`config.mk`:
```
export PLATFORM = sky130hd
export DESIGN_NAME = round_pipe
export DESIGN_NICKNAME = d
export VERILOG_FILES = /design/src/rtl/round_pipe.sv
export SDC_FILE = /design/constraint.sdc
export NUM_CORES = 1
export LEC_CHECK = 0
export ABC_AREA = 1
export CAP_MARGIN = 20
export CORE_ASPECT_RATIO = 0.7
export CORE_MARGIN = 4
export CORE_UTILIZATION = 35
export DETAILED_ROUTE_END_ITERATION = 10
export PLACE_DENSITY_LB_ADDON = 0.25
export SETUP_SLACK_MARGIN = 0.5
export SYNTH_ARGS = -nofsm -noshare
export SYNTH_HDL_FRONTEND = slang
export SYNTH_SLANG_ARGS = --single-unit
```
`constraint.sdc`:
```
create_clock -name clk -period 2.4 [get_ports clk]
set_input_delay 0.36 -clock clk [delete_from_list [all_inputs] [get_ports clk]]
set_output_delay 0.36 -clock clk [all_outputs]
set_load 0.05 [all_outputs]
```
`src/rtl/round_pipe.sv`:
```
// round_pipe -- two-stage IEEE-754 style rounding and packing pipeline.
//
// Takes a normalised significand with guard/round/sticky bits, rounds it
// in one of four directed modes, and packs sign, biased exponent and
// fraction into a binary interchange word. Overflow saturates to Inf or
// to the largest finite value depending on the rounding direction.
// Subnormals are rounded in place or flushed to signed zero.
//
// Stage S1 registers the rounded significand (including its carry-out).
// Stage S2 registers the packed result and its exception flags.
// Valid/ready handshake on both sides, one beat per cycle.
//
// Optional feature: define ROUND_PIPE_STICKY_FLAGS_EN to build the
// accumulating sticky_flags register (cleared by flag_clr). Without the
// macro sticky_flags reads 000 and flag_clr is ignored.
//
// Ports:
//   clk, rst          clock, synchronous active-high reset
//   in_valid/ready    input handshake
//   s_in              sign
//   exp_in            unbiased exponent, two's complement, EXP_W+2 bits
//   frac_in           {hidden, fraction, guard, round, sticky}
//   denorm_in         beat is subnormal (hidden bit expected 0)
//   zero_in           beat is an exact zero
//   nj_mode           flush subnormals to signed zero
//   rnd_mode          00 RNE, 01 RTZ, 10 RUP, 11 RDN
//   out_valid/ready   output handshake
//   res               packed {sign, exponent, fraction}
//   flags             {inexact, overflow, underflow} of the beat on res
//   sticky_flags      accumulated flags; flag_clr clears them
module round_pipe #(
  parameter int EXP_W  = 8,
  parameter int FRAC_W = 23
) (
  input  logic                      clk,
  input  logic                      rst,
  input  logic                      in_valid,
  output logic                      in_ready,
  input  logic                      s_in,
  input  logic [EXP_W+1:0]          exp_in,
  input  logic [FRAC_W+3:0]         frac_in,
  input  logic                      denorm_in,
  input  logic                      zero_in,
  input  logic                      nj_mode,
  input  logic [1:0]                rnd_mode,
  output logic                      out_valid,
  input  logic                      out_ready,
  output logic [EXP_W+FRAC_W:0]     res,
  output logic [2:0]                flags,
  output logic [2:0]                sticky_flags,
  input  logic                      flag_clr
);

  localparam int RES_W = EXP_W + FRAC_W + 1;

  localparam logic [1:0] RM_RNE = 2'b00;
  localparam logic [1:0] RM_RTZ = 2'b01;
  localparam logic [1:0] RM_RUP = 2'b10;
  localparam logic [1:0] RM_RDN = 2'b11;

  // Exponent arithmetic is EXP_W+2 bits signed so that out-of-range
  // unbiased exponents cannot wrap into a valid-looking field.
  localparam logic signed [EXP_W+1:0] BIAS_V  = {3'b000, {(EXP_W-1){1'b1}}};
  localparam logic signed [EXP_W+1:0] EXP_OVF = {2'b00, {EXP_W{1'b1}}};

  // ---------------------------------------------------------------- S1
  logic              s1_valid_q;
  logic              s1_sign_q;
  logic [EXP_W+1:0]  s1_exp_q;
  logic [FRAC_W+1:0] s1_sum_q;
  logic              s1_inexact_q;
  logic              s1_denorm_q;
  logic              s1_zero_q;
  logic              s1_nj_q;
  logic [1:0]        s1_rnd_q;

  logic              s2_valid_q;
  logic              s2_adv;

  logic [FRAC_W:0]   mant_in;
  logic              lsb_b, g_b, r_b, st_b, grs_any;
  logic              inc_d;
  logic [FRAC_W+1:0] sum_d;

  assign mant_in = frac_in[FRAC_W+3:3];
  assign lsb_b   = frac_in[3];
  assign g_b     = frac_in[2];
  assign r_b     = frac_in[1];
  assign st_b    = frac_in[0];
  assign grs_any = g_b | r_b | st_b;

  // NOTE: every signal assigned in always_comb gets a default first so a
  // missed case branch can never infer a latch.
  always_comb begin
    inc_d = 1'b0;
    case (rnd_mode)
      RM_RNE:  inc_d = g_b & (r_b | st_b | lsb_b);
      RM_RTZ:  inc_d = 1'b0;
      RM_RUP:  inc_d = ~s_in & grs_any;
      RM_RDN:  inc_d = s_in & grs_any;
      default: inc_d = 1'b0;
    endcase
  end

  // One extra bit on top of the significand captures the carry-out.
  assign sum_d = {1'b0, mant_in} + {{(FRAC_W+1){1'b0}}, inc_d};

  assign s2_adv   = ~s2_valid_q | out_ready;
  assign in_ready = ~s1_valid_q | s2_adv;

  // NOTE: pipeline payload registers carry no reset; only the valid bits
  // (and the visible output word) need a defined value after reset.
  always_ff @(posedge clk) begin
    if (in_ready && in_valid) begin
      s1_sign_q    <= s_in;
      s1_exp_q     <= exp_in;
      s1_sum_q     <= sum_d;
      s1_inexact_q <= grs_any;
      s1_denorm_q  <= denorm_in;
      s1_zero_q    <= zero_in;
      s1_nj_q      <= nj_mode;
      s1_rnd_q     <= rnd_mode;
    end
  end

  // ---------------------------------------------------------------- S2
  logic                    carry;
  logic signed [EXP_W+1:0] biased;
  logic                    ovf;
  logic                    to_inf;
  logic [RES_W-1:0]        res_d;
  logic [2:0]              flags_d;
  logic [RES_W-1:0]        res_q;
  logic [2:0]              flags_q;

  assign carry  = s1_sum_q[FRAC_W+1];
  assign biased = s1_exp_q + BIAS_V + {{(EXP_W+1){1'b0}}, carry};
  assign ovf    = biased >= EXP_OVF;
  assign to_inf = (s1_rnd_q == RM_RNE) ||
                  (s1_rnd_q == RM_RUP && !s1_sign_q) ||
                  (s1_rnd_q == RM_RDN && s1_sign_q);

  always_comb begin
    res_d   = '0;
    flags_d = 3'b000;
    if (s1_zero_q) begin
      res_d   = '0;
      flags_d = 3'b000;
    end else if (s1_denorm_q && s1_nj_q) begin
      res_d   = {s1_sign_q, {(RES_W-1){1'b0}}};
      flags_d = 3'b101;
    end else if (s1_denorm_q) begin
      // Rounding up into the hidden position promotes the subnormal to the
      // smallest normal: exponent field 1, fraction bits already zero.
      res_d   = {s1_sign_q, {(EXP_W-1){1'b0}}, s1_sum_q[FRAC_W],
                 s1_sum_q[FRAC_W-1:0]};
      flags_d = {s1_inexact_q, 1'b0, s1_inexact_q};
    end else if (ovf) begin
      res_d   = to_inf ? {s1_sign_q, {EXP_W{1'b1}}, {FRAC_W{1'b0}}}
                       : {s1_sign_q, {(EXP_W-1){1'b1}}, 1'b0, {FRAC_W{1'b1}}};
      flags_d = 3'b110;
    end else begin
      res_d   = {s1_sign_q, biased[EXP_W-1:0],
                 carry ? {FRAC_W{1'b0}} : s1_sum_q[FRAC_W-1:0]};
      flags_d = {s1_inexact_q, 2'b00};
    end
  end

  // NOTE: sequential state is written only with non-blocking assignments so
  // every register samples pre-edge values regardless of block ordering.
  always_ff @(posedge clk) begin
    if (rst) begin
      s1_valid_q <= 1'b0;
      s2_valid_q <= 1'b0;
      res_q      <= '0;
      flags_q    <= 3'b000;
    end else begin
      if (in_ready) s1_valid_q <= in_valid;
      if (s2_adv) begin
        s2_valid_q <= s1_valid_q;
        if (s1_valid_q) begin
          res_q   <= res_d;
          flags_q <= flags_d;
        end
      end
    end
  end

  assign out_valid = s2_valid_q;
  assign res       = res_q;
  assign flags     = flags_q;

  // ------------------------------------------------------- sticky flags
`ifdef ROUND_PIPE_STICKY_FLAGS_EN
  logic [2:0] sticky_q;
  logic       accept_out;

  assign accept_out = s2_valid_q & out_ready;

  // A clear coinciding with an accept keeps just that beat's flags, so no
  // exception is lost across the clear.
  always_ff @(posedge clk) begin
    if (rst) begin
      sticky_q <= 3'b000;
    end else if (flag_clr) begin
      sticky_q <= accept_out ? flags_q : 3'b000;
    end else if (accept_out) begin
      sticky_q <= sticky_q | flags_q;
    end
  end

  assign sticky_flags = sticky_q;
`else
  logic unused_flag_clr;
  assign unused_flag_clr = flag_clr;
  assign sticky_flags    = 3'b000;
`endif

endmodule

```
==> reports/results.tsv <==
metric	value	unit
Worst Skew	13.2	ps
row count	32	
reg2reg start	s1_sum_q[24]	
Wirelength per Cell	15.1	um
Crit. End Element	flip-flop	
CTS tree	yes	
Pwr Density	549	nW/um2
Max Clk Rate	427	MHz
Yosys warning count	0	
post-synth cell types	37	
commonest non-fill, non-tap cell in the layout	nand2_1	
io pins	88	
Hold Path End	s1_sign_q	
Logic pwr share	19.8	%
Fin. Hold Viols	0	
post-route minimum period	2340	ps
TritonRoute pass-1 iters	5	
Fin Setup TNS	0	ps
clock share of power	37.9	%
worst slew pin tran	1040	ps
GRT Overall Usage	18.3	%
CTS H-Tree Depth	3	
FF-to-FF path depth	17	
Required @ worst endpoint	2490	ps
Die ar.	13600	um2
largest family of logic cells by synthesized area	simple AND/OR/NAND/NOR gates	
share of cells above drive strength 1	31.5	%
crit path kind	in -> reg	
initial antenna violation count	0	
Chip Width	138	um
Worst-Skew Late Latency	340	ps
clk root buf	clkbuf_16	
Post-Synthesis Cells	505	
Switch Pwr	1.02	mW
via density per instance	4.85	
Max-cap violations	0	
Worst Hold Class	in -> reg	
HPWL Detailed	7220	um
via count	3986	
GR Overflow Total	0	
P&R area growth vs syn	60.6	%
largest net degree at the start of global routing	50	
Max stage delay cell, worst path	o41ai_4	
reg2reg end	res[0]	
sequential power share	42.3	%
max incr delay on CP	320	ps
slew margin rel.	30.3	%
CP Launch Type	input pin	
status	complete, no violations	
buffers added on ports	83	
diode count	0	
Post-DRT Antenna Nets	0	
RSZ-0062 raised after global routing	yes	
worst setup margin	57.1	ps
leakage power	2.82	nW
peak supply drop	321	uV
Seq/Total Area, Yosys	48.7	%
Simple-Gate Fraction of Synth Area	30.1	%
DRC violations left	0	
CP max FO	4	
crit share post-route	97.6	%
most frequent cells in the layout	nand2_1, clkdlybuf4s50_1, nor2_1	
Final Setup Violations	0	
Avg Inst Size Synth	8.14	um2
hold slack	206	ps
crit-path cells	buf_8, inv_8, o41ai_4, ha_2, ha_4, nand3_2, nor2_2, nand2_1, nor2_2, nand3_2, nor2_2, nand2_2, nor3_4, nand3_2, xor2_1	
CTS Sinks	79	
Final Max Slew Viols	0	
r2r setup slk	100	ps
Synth Area in Compound Gates	9.04	%
Cell Int Power	2.60	mW
wirelength, routed	12400	um
CORE AREA	11300	um2
Place WS	-714	ps
critical hold path startpoint	s_in	
portion of netlist area occupied by mux cells	0	%
xor/xnor share of the synthesized area	4.93	%
clk slew on worst S/H paths	60	ps
Tot Pwr	3.62	mW
Synth Area in Adders	1.22	%
Hold Path Depth	1	
switch share	28.3	%
GP Congestion	0.819	
Netlist Area Pre-Place	4110	um2
post-layout util	58.7	%
Num CTS Buffers	9	
Die Ht	98.7	um
DR iter-0 viols	281	
Clock Tree Buf Depth	2	
vias in the first global route	3912	
Data arrival, critical path	2430	ps
Nets	716	
synthesized flop and latch total	79	
initial core utilization	36.5	%
first-pass GRT wire length	19400	um
timing repair:
action | in CTS | in global routing
endpoints found under the hold margin | 0 | 0
pin swaps | 27 | 31
resized for setup | 81 | 74
setup buffers | 51 | 7
endpoints found under the setup margin | 55 | 59
cloned | 6 | 1
hold buffers | 0 | 0
cell type report:
type	instances	area (um2)
multi-input cells	381	2350
fillers	928	4650
repair buffers	162	1620
clock buffers	10	229
inverters	31	130
clock inverters	6	68.8
flip-flops and latches	79	2010
well taps	153	191
worst max-delay path: cells and delay by family:
kind                     cells  cell delay [ps]
XOR/XNOR                     1              160
AO/OA/AOI/OAI                1              320
AND/OR/NAND/NOR              9             1050
adder cells (fa/ha/maj)      2              410
buffers and inverters        2              110
logic make-up after synthesis:
logic type | Yosys count
other | 1
XOR/XNOR | 21
flip-flops | 79
AO/OA/AOI/OAI | 52
adder cells (fa/ha/maj) | 4
AND/OR/NAND/NOR | 294
buffers and inverters | 54
state kept, by name, summed over array words and instances (netlist names):
name and flops:
s1_nj_q 1, s1_valid_q 1, s1_exp_q 10, s1_inexact_q 1, out_valid 1, flags 3
s1_zero_q 1, s1_sum_q 25, res 32, s1_denorm_q 1, s1_sign_q 1, s1_rnd_q 2
cell usage after synthesis (all sizes together):
| cell type | n | area share, % |
|---|---|---|
| nand4 | 2 | 0.30 |
| a32oi | 3 | 0.64 |
| ha | 4 | 1.2 |
| a22oi | 5 | 0.91 |
| nand2 | 192 | 18 |
| xnor2 | 8 | 2.2 |
| xor2 | 13 | 2.8 |
| inv | 31 | 2.8 |
| o21ai | 2 | 0.52 |
| nor2 | 73 | 7.3 |
| clkbuf | 13 | 1.2 |
| nor4 | 1 | 0.30 |
| a31oi | 1 | 0.15 |
| nor3 | 6 | 1.2 |
| conb | 1 | 0.091 |
| nand3 | 19 | 2.7 |
| nand3b | 1 | 0.18 |
| o41ai | 1 | 0.21 |
| edfxtp | 42 | 31 |
| buf | 10 | 1.8 |
| a21oi | 40 | 6.6 |
| dfxtp | 37 | 18 |
how the worst max path moves through the flow:
stage                     startpoint            to  slack, ps  cells after the start
after floorplan           frac_in[2]  s1_sum_q[20]        -20                     14
after CTS                 frac_in[0]  s1_sum_q[20]         70                     15
after detailed placement  frac_in[2]  s1_sum_q[20]       -710                     15
final                     frac_in[2]  s1_sum_q[20]         60                     15
after global placement    frac_in[2]  s1_sum_q[20]       -680                     15
after global routing      frac_in[2]  s1_sum_q[20]        -80                     15
metrics by stage:
step / instance area (um2) / std cells
after floorplan: 4250 / 507
after global placement: 5300 / 741
after detailed placement: 5300 / 741
after CTS: 6240 / 814
after global routing: 6600 / 822
final: 6600 / 822
power groups by stage:
stage | Clock (mW) | Sequential [mW] | Combinational, mW
after detailed placement | 0 | 1.56 | 0.542
after floorplan | 0 | 1.62 | 0.293
after global placement | 0 | 1.56 | 0.532
after CTS | 1.38 | 1.53 | 0.658
final | 1.37 | 1.53 | 0.718
after global routing | 1.45 | 1.54 | 0.775
routing by layer:
metal	vias up	global-route usage, %	wire length, um
met5	-	0	0
met4	0	4.45	191
met3	17	5.97	886
met2	146	28.4	5670
met1	1870	24.9	5640
li1	1953	-	-
No activity file was read; power rests on OpenSTA's default activity.
